## src/rtl/multicycle_sequencer.sv

```systemverilog
// Multi-cycle IF/ID/EX/MEM/WB sequencer that owns every state-changing datapath strobe.
// Optional performance counters are built when PERF_COUNTER_EN is defined.
module multicycle_sequencer (
    input  logic        CLK,
    input  logic        resetl,
    input  logic        dec_regwrite,
    input  logic        dec_memread,
    input  logic        dec_memwrite,
    input  logic        dec_mem2reg,
    input  logic        dec_branch,
    input  logic        dec_uncond_branch,
    input  logic        zero,
    input  logic        imem_ack,
    input  logic        dmem_ack,
    input  logic        halt_req,
    output logic        imem_req,
    output logic        ir_write,
    output logic        pc_write,
    output logic        pc_src,
    output logic        dmem_req,
    output logic        dmem_we,
    output logic        reg_write,
    output logic        mem2reg,
    output logic [2:0]  state,
    output logic [31:0] cycle_count,
    output logic [31:0] instret_count
);

    typedef enum logic [2:0] {
        S_IF   = 3'd0,
        S_ID   = 3'd1,
        S_EX   = 3'd2,
        S_MEM  = 3'd3,
        S_WB   = 3'd4,
        S_HALT = 3'd5
    } state_t;

    state_t state_q, state_d;
    logic   l_regwrite_q, l_memread_q, l_memwrite_q, l_mem2reg_q, l_branch_q, l_uncond_q;
    logic   l_regwrite_d, l_memread_d, l_memwrite_d, l_mem2reg_d, l_branch_d, l_uncond_d;
    logic   imem_req_s, ir_write_s, pc_write_s, pc_src_s;
    logic   dmem_req_s, dmem_we_s, reg_write_s, mem2reg_s;

    always_ff @(posedge CLK or negedge resetl) begin
        if (!resetl) begin
            state_q      <= S_IF;
            l_regwrite_q <= 1'b0;
            l_memread_q  <= 1'b0;
            l_memwrite_q <= 1'b0;
            l_mem2reg_q  <= 1'b0;
            l_branch_q   <= 1'b0;
            l_uncond_q   <= 1'b0;
        end else begin
            state_q      <= state_d;
            l_regwrite_q <= l_regwrite_d;
            l_memread_q  <= l_memread_d;
            l_memwrite_q <= l_memwrite_d;
            l_mem2reg_q  <= l_mem2reg_d;
            l_branch_q   <= l_branch_d;
            l_uncond_q   <= l_uncond_d;
        end
    end

    always_comb begin
        state_d      = state_q;
        l_regwrite_d = l_regwrite_q;
        l_memread_d  = l_memread_q;
        l_memwrite_d = l_memwrite_q;
        l_mem2reg_d  = l_mem2reg_q;
        l_branch_d   = l_branch_q;
        l_uncond_d   = l_uncond_q;
        imem_req_s   = 1'b0;
        ir_write_s   = 1'b0;
        pc_write_s   = 1'b0;
        pc_src_s     = 1'b0;
        dmem_req_s   = 1'b0;
        dmem_we_s    = 1'b0;
        reg_write_s  = 1'b0;
        mem2reg_s    = 1'b0;
        case (state_q)
            S_IF: begin
                imem_req_s = 1'b1;
                if (imem_ack) begin
                    ir_write_s = 1'b1;
                    state_d    = S_ID;
                end
            end
            S_ID: begin
                l_regwrite_d = dec_regwrite;
                l_memread_d  = dec_memread;
                l_memwrite_d = dec_memwrite;
                l_mem2reg_d  = dec_mem2reg;
                l_branch_d   = dec_branch;
                l_uncond_d   = dec_uncond_branch;
                state_d      = S_EX;
            end
            S_EX: begin
                if (l_uncond_q) begin
                    pc_write_s = 1'b1;
                    pc_src_s   = 1'b1;
                end else if (l_branch_q) begin
                    pc_write_s = 1'b1;
                    pc_src_s   = zero;
                end else if (l_memwrite_q || l_memread_q) begin
                    state_d = S_MEM;
                end else if (l_regwrite_q) begin
                    state_d = S_WB;
                end else begin
                    pc_write_s = 1'b1;
                end
            end
            S_MEM: begin
                dmem_req_s = 1'b1;
                dmem_we_s  = l_memwrite_q;
                if (dmem_ack) begin
                    if (l_memwrite_q) pc_write_s = 1'b1;
                    else              state_d    = S_WB;
                end
            end
            S_WB: begin
                reg_write_s = ~l_memwrite_q;
                mem2reg_s   = l_mem2reg_q;
                pc_write_s  = 1'b1;
            end
            S_HALT: begin
                if (!halt_req) state_d = S_IF;
            end
            default: state_d = S_IF;
        endcase
        // Every retire is a pc_write cycle; halt only takes effect on that boundary.
        if (pc_write_s) state_d = halt_req ? S_HALT : S_IF;
    end

    assign imem_req  = resetl & imem_req_s;
    assign ir_write  = resetl & ir_write_s;
    assign pc_write  = resetl & pc_write_s;
    assign pc_src    = resetl & pc_src_s;
    assign dmem_req  = resetl & dmem_req_s;
    assign dmem_we   = resetl & dmem_we_s;
    assign reg_write = resetl & reg_write_s;
    assign mem2reg   = resetl & mem2reg_s;
    assign state     = state_q;

`ifdef PERF_COUNTER_EN
    logic [31:0] cycle_count_q, cycle_count_d, instret_count_q, instret_count_d;

    always_ff @(posedge CLK or negedge resetl) begin
        if (!resetl) begin
            cycle_count_q   <= 32'h0;
            instret_count_q <= 32'h0;
        end else begin
            cycle_count_q   <= cycle_count_d;
            instret_count_q <= instret_count_d;
        end
    end

    always_comb begin
        cycle_count_d   = cycle_count_q;
        instret_count_d = instret_count_q;
        if (state_q != S_HALT) cycle_count_d   = cycle_count_q + 32'd1;
        if (pc_write_s)        instret_count_d = instret_count_q + 32'd1;
    end

    assign cycle_count   = cycle_count_q;
    assign instret_count = instret_count_q;
`else
    assign cycle_count   = 32'h0;
    assign instret_count = 32'h0;
`endif

endmodule

```

## config.mk

```make
export PLATFORM = sky130hd
export DESIGN_NAME = multicycle_sequencer
export DESIGN_NICKNAME = d
export VERILOG_FILES = /design/src/rtl/multicycle_sequencer.sv
export SDC_FILE = /design/constraint.sdc
export NUM_CORES = 1
export LEC_CHECK = 0
export ABC_AREA = 1
export CAP_MARGIN = 40
export CORE_MARGIN = 3
export CORE_UTILIZATION = 29
export CTS_BUF_LIST = sky130_fd_sc_hd__clkbuf_16
export DETAILED_ROUTE_END_ITERATION = 16
export PLACE_DENSITY = 0.85
export SKIP_CTS_REPAIR_TIMING = 1
export SLEW_MARGIN = 10
export SYNTH_ARGS = -nofsm -noshare
export SYNTH_HDL_FRONTEND = slang
export SYNTH_SLANG_ARGS = --single-unit
export TNS_END_PERCENT = 100
```

## constraint.sdc

```tcl
create_clock -name CLK -period 1.2 [get_ports CLK]
set_input_delay 0.24 -clock CLK [delete_from_list [all_inputs] [get_ports CLK]]
set_output_delay 0.24 -clock CLK [all_outputs]
set_load 0.005 [all_outputs]
```

==> run summary <==
Hold EP = l_memread_q$_DFFE_PN0P_
Post-route DRC = 0
die area = 4340 um^2
Placed Area = 1220 um^2
layout cells sized above 1 = 31.5%
status = finished, violations left
Critical Path Slowest Stage Cell = dfrtp_1
global-route wire length before repair = 2770 um
WP data required = 960 ps
top cells by area, synth = buf_4 46%, dfrtp_1 22%, nand2_1 10%
hold_sp = l_memread_q$_DFFE_PN0P_
Num CTS Buffers = 3
CP Class = flop to output port
area occupied by registers = 228 um^2
Mapped Cells = 147
initial detailed-routing violation count = 23
row count = 21
H-tree depth = 1
Leakage = 0.867 nW
WL per Instance = 9.02 um
total track usage = 8.12%
final hold vios = 0
final setup violation count = 20
Vias = 862
Starting Density = 30.7%
CP cell instances = inv_2 > nand3_2 > a21oi_2 > nor2_2 > nor2_1 > dlymetal6s2s_1
# clock sinks = 9
Max IR drop VDD = 0.551 mV
Max-Cap Viols = 0
PortBufs = 22
total power draw = 2.93 mW
I/O Pins = 87
CTS tree = done
arrival time worst endpoint = 1280 ps
worst flop-to-flop path endpoint = l_mem2reg_q$_DFFE_PN0P_
Clock Tree Buf Depth = 2
Die Height = 65.9 um
Layout area overhead = 39.1%
core area = 3390 um^2
GRT Residual Overflow = 0
Layout Nets = 213
slowest stage delay, CP = 410 ps
leading area contributor after synthesis = buf_4
post-layout minimum cycle time = 1520 ps
FF-to-FF Start = state[0]$_DFFE_PN0P_
sequential share of the synthesized area = 21.7%
Synth Register Bits = 9
hold crit path type = flop to flop
antenna violations before repair = 0
Synth top area share = 46.2%
Worst Reg2Reg Path Length in Cells = 7
Cells on Worst Hold Path = 2
chip width = 65.9 um
crit-path max FO = 4
startpoint types = flop
antenna-violating nets left = 0
CP delay by family, top = flip-flops
pre-CTS WS = -672 ps
DP HPWL = 1690 um
reg2reg setup slack = -150 ps
Clk Latency, worst-skew pair = 230 ps
fin area = 1450 um^2
Slew Viols, Final = 0
DR pass1 iterations = 4
Power Dens Cells = 2030 nW/um^2
Syn. warnings = 0
Post-Syn Area = 1040 um^2
setup ws final = -323 ps
root buffer cell = clkbuf_16
Yosys cell types = 17
Synth Area per Inst = 7.07 um^2
vias in the first global route = 654
Worst Skew = 3.86 ps
largest net degree at the start of global routing = 11
diode count = 0
Fill cells = 327
Final period util = 127%
CP endpoint kind = output port
via/cell ratio = 3.50
unrepaired setup endpoints after global routing = yes
top achievable clock speed = 657 MHz
register clock-pin slew on the reported worst setup and hold paths = 40 ps
WP buf/inv = 2
failing checks = setup timing
gpl congestion = 0.834
Post-Route WL = 2220 um
area of the multi-input gates = 598 um^2
through the flow:
stage	hold WS (ps)	std cells	setup TNS, ps	util [%]
finish	496	246	-3960	42.7
detailed placement	489	233	-5780	36.1
global route	543	246	-5050	42.7
floorplan	-55.6	210	0	-
CTS	340	237	-7090	38.5
global placement	484	233	-5580	36.1
routing by layer:
metal,global-route usage (%),share of wire (%),vias to the layer above
met4,3.63,0.68,0
met2,13.8,54,45
li1,-,-,428
met1,9.55,36,387
met3,2.04,9.1,2
met5,0,0,-
cell usage in the layout, fill, tap and decap left out, types with 2 or more instances in the layout:
cell,synthesis,final
nor2_4,0,2
dlygate4sd3_1,0,2
a21oi_1,3,2
nor2_1,15,10
nand3_1,4,3
nand2_1,28,23
o21ai_1,1,3
nand2_2,0,4
buf_2,0,4
nand3_2,3,3
conb_1,1,64
dfrtp_2,0,2
buf_6,0,6
clkbuf_16,0,3
dlymetal6s2s_1,0,5
inv_1,6,3
nor2_2,1,4
buf_4,64,20
dfrtp_1,9,7
inv_2,4,7
clkdlybuf4s50_1,0,12
cell type report:
type / instances / share of cell area, %
Tap cell: 46 / 3.98
Clock inverter: 1 / 0.346
Clock buffer: 3 / 5.19
Inverter: 10 / 2.60
Sequential cell: 9 / 15.7
Timing Repair Buffer: 50 / 30.8
Multi-Input combinational cell: 127 / 41.3
kinds of logic after synthesis:
family	after synthesis	synth area share (%)
flops	9	21.7
simple gates	55	24.3
compound gates	8	3.85
buf+inv	74	49.8
other cells	1	0.361
power breakdown:
part           internal (mW)  total (mW)  switching (mW)
Clock                  0.440       0.589           0.150
Sequential             0.457       0.567           0.110
Combinational          0.900        1.77           0.874
worst max path at each step:
| stage | start | endpoint | slack (ps) | cells past startpoint |
|---|---|---|---|---|
| finish | state[0]$_DFFE_PN0P_ | pc_write | -320 | 6 |
| detailed placement | dmem_ack | pc_write | -670 | 6 |
| floorplan | state[0]$_DFFE_PN0P_ | pc_write | 20 | 5 |
| CTS | state[1]$_DFFE_PN0P_ | ir_write | -770 | 4 |
| global route | state[2]$_DFFE_PN0P_ | pc_write | -370 | 6 |
| global placement | dmem_ack | pc_write | -680 | 6 |
tightest hold or removal path, cell delays in order, from the launching register on:
cell,delay [ps]
dfrtp_1,360
nand2_1,60
nand2_1,50
cell usage after synthesis:
cell type and count:
o21ai_1 1, inv_1 6, a21oi_1 3, nand3_2 3, nand3_1 4, nor3_1 1
nor3b_1 1, inv_2 4, conb_1 1, o21ai_0 4, nand4_1 1, nand2_1 28
buf_4 64, dfrtp_1 9, nor2_2 1, nor3_4 1, nor2_1 15
registers in the layout (all words and copies together) (netlist names):
register,cells
state,3
l_branch_q,1
l_mem2reg_q,1
l_memread_q,1
l_memwrite_q,1
l_regwrite_q,1
l_uncond_q,1
Note: power is estimated with default switching activity, not from simulation.
